===== config.mk =====
export PLATFORM = sky130hd
export DESIGN_NAME = pipe_fetch_stage
export DESIGN_NICKNAME = d
export VERILOG_FILES = /design/src/rtl/pipe_pkg.sv /design/src/rtl/pipe_npc_mux.sv /design/src/rtl/pipe_fetch_stage.sv
export SDC_FILE = /design/constraint.sdc
export NUM_CORES = 1
export LEC_CHECK = 0
export CORE_MARGIN = 5
export CORE_UTILIZATION = 44
export DETAILED_ROUTE_END_ITERATION = 8
export GPL_TIMING_DRIVEN = 0
export PLACE_DENSITY = 0.81
export SYNTH_ARGS = -nofsm -noshare
export SYNTH_HDL_FRONTEND = slang
export SYNTH_SLANG_ARGS = --single-unit

===== constraint.sdc =====
create_clock -name clk -period 4.45 [get_ports clk]
set_input_delay 0.89 -clock clk [delete_from_list [all_inputs] [get_ports clk]]
set_output_delay 0.89 -clock clk [all_outputs]
set_load 0.01 [all_outputs]

===== src/rtl/pipe_pkg.sv =====
// Shared definitions for the instruction-fetch front end.
//   PCSRC_*          next-PC select codes driven by the ID stage
//   fetch_state_t    fetch FSM state encoding
//   RESET_PC_DEFAULT PC loaded on reset unless the top overrides it
//   word_align()     clears the byte-offset bits of an address
package pipe_pkg;

  localparam logic [1:0] PCSRC_PC4 = 2'b00;
  localparam logic [1:0] PCSRC_BR  = 2'b01;
  localparam logic [1:0] PCSRC_JR  = 2'b10;
  localparam logic [1:0] PCSRC_JMP = 2'b11;

  typedef enum logic {
    S_REQ  = 1'b0,
    S_HOLD = 1'b1
  } fetch_state_t;

  localparam logic [31:0] RESET_PC_DEFAULT = 32'h0000_0000;

  function automatic logic [31:0] word_align(input logic [31:0] addr);
    return {addr[31:2], 2'b00};
  endfunction

endpackage


===== src/rtl/pipe_npc_mux.sv =====
// Next-PC selection for the fetch stage.
// Ports:
//   pcsource   in   2   select: pc+4, branch, jr, jump
//   pc4        in   32  sequential successor of the captured instruction
//   bpc        in   32  branch target
//   rpc        in   32  register (jr) target
//   jpc        in   32  jump target
//   npc        out  32  selected target, word aligned
//   misaligned out  1   selected target had non-zero byte offset
module pipe_npc_mux
  import pipe_pkg::*;
(
  input  logic [1:0]  pcsource,
  input  logic [31:0] pc4,
  input  logic [31:0] bpc,
  input  logic [31:0] rpc,
  input  logic [31:0] jpc,
  output logic [31:0] npc,
  output logic        misaligned
);

  logic [31:0] sel;

  always_comb begin
    sel = pc4;
    case (pcsource)
      PCSRC_PC4: sel = pc4;
      PCSRC_BR:  sel = bpc;
      PCSRC_JR:  sel = rpc;
      PCSRC_JMP: sel = jpc;
      default:   sel = pc4;
    endcase
  end

  // Low bits are dropped rather than trapped; the sticky flag lets software see it happened.
  assign npc        = word_align(sel);
  assign misaligned = (sel[1:0] != 2'b00);

endmodule


===== src/rtl/pipe_fetch_stage.sv =====
// Instruction-fetch stage: holds the PC, fetches over a req/ready handshake
// and presents pc4/ins/ins_valid to the IF/ID register.
// Ports:
//   clk, clr          clock; synchronous active-high reset
//   pcen              advance enable from hazard unit
//   pcsource          next-PC select (see pipe_pkg)
//   bpc, rpc, jpc     redirect targets from ID
//   imem_req/addr     fetch request and word address
//   imem_rdata/ready  returned instruction and its strobe
//   pc4, ins          captured instruction and its successor PC
//   ins_valid         pc4/ins hold a valid instruction
//   misalign          sticky: a loaded target had a byte offset
//   stall_cnt         saturating count of memory wait cycles
//
// state  | meaning
// S_REQ  | request outstanding for pc; IF/ID holds nothing valid
// S_HOLD | instruction captured; next fetch issued whenever pcen=1
module pipe_fetch_stage
  import pipe_pkg::*;
#(
  parameter logic [31:0] RESET_PC = RESET_PC_DEFAULT,
  parameter int          CNT_W    = 16
) (
  input  logic             clk,
  input  logic             clr,
  input  logic             pcen,
  input  logic [1:0]       pcsource,
  input  logic [31:0]      bpc,
  input  logic [31:0]      rpc,
  input  logic [31:0]      jpc,
  output logic             imem_req,
  output logic [31:0]      imem_addr,
  input  logic [31:0]      imem_rdata,
  input  logic             imem_ready,
  output logic [31:0]      pc4,
  output logic [31:0]      ins,
  output logic             ins_valid,
  output logic             misalign,
  output logic [CNT_W-1:0] stall_cnt
);

  fetch_state_t state, state_nxt;
  logic [31:0]  pc;
  logic [31:0]  npc;
  logic         npc_misaligned;
  logic         stall;
  logic         advance;

  pipe_npc_mux u_npc_mux (
    .pcsource   (pcsource),
    .pc4        (pc4),
    .bpc        (bpc),
    .rpc        (rpc),
    .jpc        (jpc),
    .npc        (npc),
    .misaligned (npc_misaligned)
  );

  // In S_HOLD the next address goes straight to memory in the same cycle
  // IF/ID consumes the current word, giving one instruction per cycle.
  always_comb begin
    state_nxt = state;
    imem_req  = 1'b0;
    imem_addr = pc;
    advance   = 1'b0;
    case (state)
      S_REQ: begin
        imem_req  = 1'b1;
        imem_addr = pc;
        if (imem_ready) state_nxt = S_HOLD;
      end
      S_HOLD: begin
        if (pcen) begin
          advance   = 1'b1;
          imem_req  = 1'b1;
          imem_addr = npc;
          if (!imem_ready) state_nxt = S_REQ;
        end
      end
      default: state_nxt = S_REQ;
    endcase
  end

  assign stall = imem_req & ~imem_ready;

  always_ff @(posedge clk) begin
    if (clr) begin
      state     <= S_REQ;
      pc        <= RESET_PC;
      pc4       <= '0;
      ins       <= '0;
      ins_valid <= 1'b0;
      misalign  <= 1'b0;
      stall_cnt <= '0;
    end else begin
      state <= state_nxt;
      if (stall && (stall_cnt != {CNT_W{1'b1}})) stall_cnt <= stall_cnt + CNT_W'(1);
      case (state)
        S_REQ: begin
          if (imem_ready) begin
            ins       <= imem_rdata;
            pc4       <= pc + 32'd4;
            ins_valid <= 1'b1;
          end
        end
        S_HOLD: begin
          if (advance) begin
            pc <= npc;
            if (npc_misaligned) misalign <= 1'b1;
            if (imem_ready) begin
              ins <= imem_rdata;
              pc4 <= npc + 32'd4;
            end else begin
              ins_valid <= 1'b0;
            end
          end
        end
        default: ;
      endcase
    end
  end

endmodule

==> results of run 1 <==
-- repair_timing --
| item | CTS | global route |
|---|---|---|
| resized for setup | 0 | 2 |
| gates cloned | 0 | 0 |
| hold endpoints to repair | 0 | 0 |
| setup endpoints to repair | 29 | 3 |
-- area by class of cell --
| class | instances | area (um^2) | share of cell area |
|---|---|---|---|
| clock buffer | 12 | 246 | 0.0267 |
| inverter | 5 | 18.8 | 0.00204 |
| tap | 180 | 225 | 0.0244 |
| sequential | 111 | 2220 | 0.241 |
| timing repair buffer | 242 | 2420 | 0.263 |
| clock inverter | 4 | 28.8 | 0.00312 |
| multi-input combinational | 517 | 3730 | 0.405 |
| buffer | 54 | 324 | 0.0351 |
-- cell families (layout without fill, tap and decap cells) --
kind of cell / after synthesis / in the layout / synth area share
AND/OR/NAND/NOR: 296 / 296 / 0.240
flip-flops: 111 / 111 / 0.353
AO/OA/AOI/OAI: 102 / 102 / 0.104
multiplexers: 91 / 91 / 0.212
buffers and inverters: 60 / 317 / 0.0545
XOR/XNOR: 22 / 22 / 0.0306
adder cells (fa/ha/maj): 2 / 2 / 0.00398
other: 1 / 4 / 0.000596
-- routing by layer --
layer  up-vias  track usage  wire (um)
li1       2990            -          -
met3        44       0.0899       2400
met5         -            0          0
met1      2952        0.297       8540
met4         0        0.106        653
met2       321        0.430      10500
-- Yosys cell counts, types with 3 or more instances --
master	n	area (um^2)
a21oi_1	49	245
a31oi_1	9	56.3
and2_1	34	213
and3_1	7	43.8
and3b_1	3	26.3
and4_1	4	35.0
buf_2	8	40.0
buf_4	6	45.0
clkbuf_1	31	116
clkbuf_8	3	41.3
dfxtp_1	111	2220
inv_1	5	18.8
mux2_2	42	473
mux2i_1	22	220
mux4_1	8	210
mux4_2	18	405
nand2_1	117	439
nand2b_1	3	18.8
nand3_1	30	150
nand3b_1	11	82.6
nand4_1	18	113
nand4b_1	4	35.0
nor2_1	33	124
nor3_1	9	45.0
nor4_1	7	43.8
o21ai_0	10	50.1
o22ai_1	4	25.0
o311ai_0	7	61.3
o31ai_1	5	37.5
xnor2_1	4	35.0
xor2_1	18	158
-- path summary, 6_finish.rpt --
path | start | cells past startpoint | slack, ps | end
max | pcsource[1] | 8 | 80 | imem_addr[13]
max reg2reg | state | 13 | 480 | pc4[22]
min reg2reg | ins[15] | 2 | 450 | ins[15]
min | ins[15] | 2 | 450 | ins[15]
-- state kept, by name, indices dropped and copies added, names as in the netlist --
| name | flops |
|---|---|
| pc4 | 30 |
| misalign | 1 |
| state | 1 |
| ins_valid | 1 |
| ins | 32 |
| pc | 30 |
| stall_cnt | 16 |
-- tightest hold or removal path, cell delays in order (launching register included) --
cell     delay, ps
dfxtp_1        310
nand2_1         50
a21oi_1         50
-- cell usage in the layout (no fill, tap or decap), drive strengths merged, types with 9 or more instances in the layout --
| cell | synthesis | layout |
|---|---|---|
| clkdlybuf4s50 | 0 | 242 |
| nand2 | 117 | 117 |
| dfxtp | 111 | 111 |
| a21oi | 49 | 49 |
| clkbuf | 34 | 47 |
| mux2 | 42 | 42 |
| and2 | 35 | 35 |
| nor2 | 34 | 34 |
| nand3 | 30 | 30 |
| mux4 | 27 | 27 |
| mux2i | 22 | 22 |
| nand4 | 19 | 19 |
| xor2 | 18 | 18 |
| buf | 19 | 17 |
| nand3b | 11 | 11 |
| nor3 | 11 | 11 |
| o21ai | 10 | 10 |
| a31oi | 9 | 9 |
-- stage by stage --
step	hold slack, ps	utilization	std cells	area, um^2	worst slack (ps)
3_3_place_gp	441	0.642	1110	8950	9.98
5_1_grt	475	0.662	1125	9220	3.40
4_1_cts	456	0.661	1125	9220	3.10
6_report	454	0.662	1125	9220	84.2
2_1_floorplan	481	-	688	6300	836
3_5_place_dp	447	0.642	1110	8950	-13.8
-- power groups by stage --
stage	clock, mW	combinational [mW]	sequential, mW
after floorplan	0	0.264	1.10
after global placement	0	0.568	1.09
after detailed placement	0	0.573	1.09
after CTS	0.789	0.576	1.07
after global routing	0.826	0.618	1.07
final	0.779	0.575	1.07
==> results_dict.tcl, run 1 <==
set metrics [dict create \
    status "finished clean" \
    syn_avg_cell_area_um2 9.18 \
    critical_path.top_delay_family "buffers and inverters" \
    drtIter0Drc 504 \
    clock_latency_ps 360 \
    crit_slowest_cell "clkdlybuf4s50_1" \
    finalWirelength_mm 22.1 \
    syn_inst 685 \
    period_share 0.981 \
    routed_via_density 5.61 \
    critical_path.max_stage_delay_ps 620 \
    path_class "input port to primary output" \
    die_area_um2 16800 \
    p_sw_frac 0.277 \
    port_buffers 242 \
    setup_viol 0 \
    dp_hpwl_mm 17.0 \
    rsz0062_at_grt "false" \
    crit_top_cell "clkdlybuf4s50_1" \
    start_util 0.451 \
    internal_power_mw 1.75 \
    synthFlopType "dfxtp_1" \
    crit_chain "clkdlybuf4s50_1 -> buf_6 -> buf_12 -> buf_8 -> mux2i_1 -> mux2_2 -> o21ai_0 -> clkdlybuf4s50_1" \
    die_w_um 130 \
    fillCellCount 1166 \
    cp-start-kind "input port" \
    drc 0 \
    powerDensity_nw_per_um2 262 \
    ant_nets 0 \
    drive_gt1_frac 0.117 \
    worstSetupEndpointType "primary output" \
    power.switching_uw 671 \
    fin_nets 1076 \
    first_pass_iters 8 \
    synth-edff-count 0 \
    overflow 0 \
    grt_pass1_vias 6317 \
    finClkSkew_ps 10.4 \
    ir_drop_mv 0.200 \
    vias 6307 \
    max_slew_margin 0.551 \
    grt_pass1_wl_mm 33.0 \
    critPathMaxFanout 10 \
    maxCapViolations 0 \
    pwr-share-comb 0.238 \
    hold_viol 0 \
    post_cts_buffers 0 \
    grt_max_degree 20 \
    antenna_found_initial 0 \
    num_io_pins 249 \
    yosysSeqAreaShare 0.353 \
    setup_tns_ps 0 \
    ys_seq_elements 111 \
    detail_route.wl_per_cell_um 19.6 \
    fin_crit_ps 4370 \
    hold_class "flip-flop to flip-flop" \
    cts_root_buf "clkbuf_16" \
    synthesis.area_um2 6290 \
    clkTransAtPathRegs_ps 70 \
    clk_path_buf_depth 2 \
    gp_congestion 0.977 \
    clock_power_share 0.322 \
    core-area_um2 13900 \
    cts.sinks 111 \
    cts_tree "yes" \
    cts_hold_buffers 0 \
    htree_levels 3 \
    p_leak_nw 3.41 \
    n_antenna_cell 0 \
    area_growth_pct 46.7 \
    grt_use_total 0.256 \
    die_y_um 130 \
    report.final.slew_viol_count 0 \
    path_buf_inv 5 \
    tightest_slew_ps 674 \
    num_rows 43 \
    synth_cell_types 68 \
    crit_arrival_ps 3480 \
    cp.required_ps 3560 \
    clock.fmax_ghz 0.229 \
    pwr-share-seq 0.441 \
    synth_warnings 0 \
    synthArstFlopShare 0 \
    numCtsBuffers 9 \
    total_power_mw 2.42 \
]
No activity file was read; power rests on OpenSTA's default activity.
==> inputs of run 2 (changes only) <==
==> constraint.sdc (replaced) <==
create_clock -name clk -period 5.01 [get_ports clk]
set_input_delay 1.002 -clock clk [delete_from_list [all_inputs] [get_ports clk]]
set_output_delay 1.002 -clock clk [all_outputs]
set_load 0.01 [all_outputs]
==> results_dict.tcl, run 2 (same netlist as run 1, synthesis figures left out) <==
set metrics [dict create \
    rsz0062_at_grt "false" \
    r2r_slack_ps 440 \
    grt_max_degree 18 \
    p_leak_nw 3.41 \
    report.final.slew_viol_count 0 \
    finalWirelength_mm 22.1 \
    drive_gt1_frac 0.116 \
    largest_reg_flops 32 \
    ir_drop_mv 0.177 \
    hold_slack_ps 454 \
    gp_congestion 0.977 \
    total_power_mw 2.15 \
    dp_hpwl_mm 17.0 \
    die_w_um 130 \
    grt_pass1_wl_mm 33.2 \
    setup_viol 0 \
    final_common_cell "clkdlybuf4s50_1" \
    finClkSkew_ps 9.98 \
    path_buf_inv 6 \
    cts_hold_buffers 0 \
    path_class "flip-flop to primary output" \
    num_io_pins 249 \
    hold_class "flip-flop to flip-flop" \
    cts.repair.resized 0 \
    crit_arrival_ps 3870 \
    fin_crit_ps 4870 \
    post_cts_buffers 0 \
    clock_power_share 0.322 \
    clkTransAtPathRegs_ps 70 \
    internal_power_mw 1.55 \
    cts.sinks 111 \
    overflow 0 \
    cp-start-kind "flip-flop" \
    maxCapViolations 0 \
    numCtsBuffers 9 \
    final_cell_mix "clkdlybuf4s50_1 (242), nand2_1 (117), dfxtp_1 (111), a21oi_1 (49), mux2_2 (42)" \
    place_ws_ps 337 \
    start_util 0.451 \
    die_y_um 130 \
    area_growth_pct 46.7 \
    critical_path.max_stage_delay_ps 630 \
    fin_area_um2 9220 \
    holdPathStages 2 \
    power.switching_uw 596 \
    max_slew_margin 0.517 \
    setup_tns_ps 0 \
    antenna_found_initial 0 \
    num_rows 43 \
    p_sw_frac 0.277 \
    startpoint "state" \
    cts_root_buf "clkbuf_16" \
    port_buffers 242 \
    pwr-share-comb 0.238 \
    crit_slowest_cell "clkdlybuf4s50_1" \
    drtIter0Drc 607 \
    r2r_end "pc4[28]" \
    reg.largest.list "ins (32), pc4 (30), pc (30)" \
    crit_chain "clkbuf_8 -> clkbuf_8 -> buf_2 -> clkbuf_1 -> nand2_1 -> clkbuf_1 -> o21ai_0 -> clkdlybuf4s50_1" \
    vias 6296 \
    n_antenna_cell 0 \
    powerDensity_nw_per_um2 233 \
    status "finished clean" \
    first_pass_iters 8 \
    htree_levels 3 \
    grt_pass1_vias 6316 \
    critPathMaxFanout 10 \
    cts_tree "yes" \
    detail_route.wl_per_cell_um 19.7 \
    clock_latency_ps 360 \
    clk_path_buf_depth 2 \
    tightest_slew_ps 725 \
    reg2reg_from "state" \
    die_area_um2 16800 \
    hold_viol 0 \
    pwr-share-seq 0.441 \
    r2r_cells 14 \
    period_share 0.972 \
    fin_nets 1077 \
    fin_ws_ps 140 \
    endpoint "imem_addr[13]" \
    placed_area_um2 8950 \
    clock.fmax_ghz 0.205 \
    cp_num_cells 8 \
    core-area_um2 13900 \
    drc 0 \
    ant_nets 0 \
    critical_path.top_delay_family "buffers and inverters" \
    regMostFlops "ins" \
    routed_via_density 5.59 \
    worstSetupEndpointType "primary output" \
    cp.required_ps 4010 \
    grt_use_total 0.257 \
]
[run 2: worst min-delay path: cells and delay by family (launching register included)]
family          cells  cell delay (ps)
compound gates      1               50
flops               1              310
simple gates        1               50
[run 2: per-layer routing]
metal / track usage / vias to the layer above / part of all wire / routed length [um]
li1: - / 2988 / - / -
met1: 0.300 / 2965 / 0.40 / 8780
met2: 0.437 / 303 / 0.47 / 10500
met3: 0.0853 / 40 / 0.10 / 2310
met4: 0.0984 / 0 / 0.025 / 543
met5: 0 / - / 0 / 0
[run 2: stage by stage]
step            util  instances
3_3_place_gp   0.642       1110
6_report       0.662       1126
5_1_grt        0.662       1126
4_1_cts        0.662       1126
3_5_place_dp   0.642       1110
2_1_floorplan      -        688
[run 2: layout make-up]
| cell class | count | area, um^2 |
|---|---|---|
| clock inverters | 4 | 28.8 |
| plain buffers | 55 | 324 |
| well taps | 180 | 225 |
| multi-input cells | 517 | 3730 |
| inverters | 5 | 18.8 |
| repair buffers | 242 | 2420 |
| flip-flops and latches | 111 | 2220 |
| fillers | 1164 | 4710 |
| clock buffers | 12 | 246 |
[run 2: worst min-delay path by stage]
stage / slack [ps] / startpoint / endpoint
global route: 470 / ins[15] / ins[15]
floorplan: 480 / ins[0] / ins[0]
global placement: 440 / ins[27] / ins[27]
finish: 450 / ins[15] / ins[15]
CTS: 460 / ins[13] / ins[13]
detailed placement: 450 / ins[13] / ins[13]
[run 2: power groups by stage]
stage               logic [mW]  registers [mW]  clock network, mW
finish                   0.511           0.947              0.691
global route             0.549           0.952              0.733
CTS                      0.512           0.947              0.701
detailed placement       0.509           0.967                  0
global placement         0.504           0.966                  0
floorplan                0.235           0.974                  0
==> inputs of run 3 (changes only) <==
--- a/config.mk
+++ b/config.mk
@@ -6,10 +6,11 @@
 export NUM_CORES = 1
 export LEC_CHECK = 0
 export CORE_MARGIN = 5
-export CORE_UTILIZATION = 44
+export CORE_UTILIZATION = 48
 export DETAILED_ROUTE_END_ITERATION = 8
 export GPL_TIMING_DRIVEN = 0
-export PLACE_DENSITY = 0.81
+export PLACE_DENSITY = 0.87
+export SLEW_MARGIN = 20
 export SYNTH_ARGS = -nofsm -noshare
 export SYNTH_HDL_FRONTEND = slang
 export SYNTH_SLANG_ARGS = --single-unit
==> constraint.sdc (replaced) <==
create_clock -name clk -period 5.8 [get_ports clk]
set_input_delay 1.16 -clock clk [delete_from_list [all_inputs] [get_ports clk]]
set_output_delay 1.16 -clock clk [all_outputs]
set_load 0.01 [all_outputs]
==> results_dict.tcl, run 3 (same netlist as run 1, synthesis figures left out) <==
set metrics [dict create \
    status "finished clean" \
    setup_viol 0 \
    post_cts_buffers 0 \
    final_cell_mix "clkdlybuf4s50_1 (242), nand2_1 (117), dfxtp_1 (111), a21oi_1 (49), mux2_2 (42)" \
    drtIter0Drc 480 \
    area_growth_pct 47.2 \
    cts.repair.resized 0 \
    routed_via_density 5.71 \
    path_class "input port to primary output" \
    detail_route.wl_per_cell_um 20.0 \
    fin_crit_ps 5000 \
    cp.required_ps 4640 \
    crit_arrival_ps 3840 \
    finClkSkew_ps 13.5 \
    total_power_mw 1.94 \
    critical_path.max_stage_delay_ps 580 \
    clock_latency_ps 360 \
    port_buffers 242 \
    hold_viol 0 \
    core-area_um2 12700 \
    hold_slack_ps 453 \
    grt_pass1_wl_mm 35.1 \
    cts_tree "yes" \
    vias 6380 \
    num_rows 41 \
    critical_path.top_delay_family "buffers and inverters" \
    overflow 0 \
    fillCellCount 998 \
    first_pass_iters 7 \
    holdPathStages 2 \
    hold_class "flip-flop to flip-flop" \
    antenna_found_initial 0 \
    regMostFlops "ins" \
    largest_reg_flops 32 \
    setup_tns_ps 0 \
    ir_drop_mv 0.164 \
    period_share 0.863 \
    grt_use_total 0.282 \
    tightest_slew_ps 717 \
    post-route-util 0.727 \
    cp-start-kind "input port" \
    clkTransAtPathRegs_ps 70 \
    fin_ws_ps 796 \
    crit_slowest_cell "mux4_2" \
    num_io_pins 249 \
    die_w_um 124 \
    maxCapViolations 0 \
    cts_root_buf "clkbuf_16" \
    max_slew_margin 0.522 \
    p_leak_nw 3.43 \
    grt_max_degree 19 \
    crit_chain "clkdlybuf4s50_1 -> buf_6 -> buf_12 -> buf_2 -> mux4_2 -> mux2_2 -> clkdlybuf4s50_1" \
    powerDensity_nw_per_um2 210 \
    die_area_um2 15500 \
    crit_top_cell "clkdlybuf4s50_1" \
    path_buf_inv 5 \
    htree_levels 3 \
    drc 0 \
    worstSetupEndpointType "primary output" \
    critPathMaxFanout 10 \
    n_antenna_cell 0 \
    die_y_um 124 \
    clk_path_buf_depth 2 \
    gp_congestion 0.943 \
    r2r_cells 14 \
    cts.sinks 111 \
    cts_hold_buffers 0 \
    grt_pass1_vias 6437 \
    numCtsBuffers 9 \
    fin_nets 1077 \
    ant_nets 0 \
    place_ws_ps 784 \
    clock.fmax_ghz 0.200 \
    finalWirelength_mm 22.3 \
    report.final.slew_viol_count 0 \
    dp_hpwl_mm 17.4 \
    rsz0062_at_grt "false" \
    drive_gt1_frac 0.116 \
    final_common_cell "clkdlybuf4s50_1" \
    start_util 0.494 \
    reg.largest.list "ins (32), pc4 (30), pc (30)" \
    cp_num_cells 7 \
]
run 3: cell count changes in the layout (fill, tap and decap cells not counted):
cell	before	now
bufinv_16	0	2
clkbuf_8	4	3
clkinvlp_4	2	0
clkinv_2	1	0
inv_6	1	3
run 3: final cells by class:
class	count	area (um^2)	share of cell area
clock inverters	5	86.3	0.00933
repair buffers	242	2420	0.262
clock buffers	11	233	0.0251
multi-input cells	517	3730	0.403
plain buffers	55	324	0.0350
well taps	172	215	0.0233
inverters	5	18.8	0.00203
flip-flops and latches	111	2220	0.240
run 3: worst paths after layout:
| kind | from | to | slack (ps) |
|---|---|---|---|
| hold reg to reg | ins[7] | ins[7] | 450 |
| setup reg to reg | state | pc4[28] | 1230 |
| setup / recovery | pcsource[1] | imem_addr[31] | 800 |
| hold / removal | ins[7] | ins[7] | 450 |
run 3: per-layer routing:
| metal | vias to the layer above | share of wire | track usage | wire length [um] |
|---|---|---|---|---|
| met2 | 338 | 0.49 | 0.494 | 10900 |
| met5 | - | 0 | 0 | 0 |
| li1 | 2989 | - | - | - |
| met1 | 3003 | 0.38 | 0.321 | 8590 |
| met4 | 0 | 0.028 | 0.103 | 620 |
| met3 | 50 | 0.099 | 0.0888 | 2210 |
run 3: metrics by stage:
stage          instances  instance area [um^2]
3_5_place_dp        1102                  8940
6_report            1118                  9260
5_1_grt             1118                  9260
3_3_place_gp        1102                  8940
2_1_floorplan        688                  6300
4_1_cts             1118                  9260
run 3: worst reg2reg max path: stages (launching register included):
cell and delay (ps):
dfxtp_1 430, clkbuf_8 220, clkbuf_8 200, buf_2 260, clkbuf_1 450, buf_1 610
mux2_2 290, ha_1 250, and4b_2 280, a41oi_4 50, or2_1 250, buf_6 140
nor3_2 460, nand2_1 160, o311ai_0 410
run 3: power breakdown:
part | total (mW) | leakage, nW | switching [mW] | internal, mW
sequential | 0.819 | 0.905 | 0.0242 | 0.794
combinational | 0.442 | 2.37 | 0.200 | 0.243
clock | 0.682 | 0.155 | 0.298 | 0.384
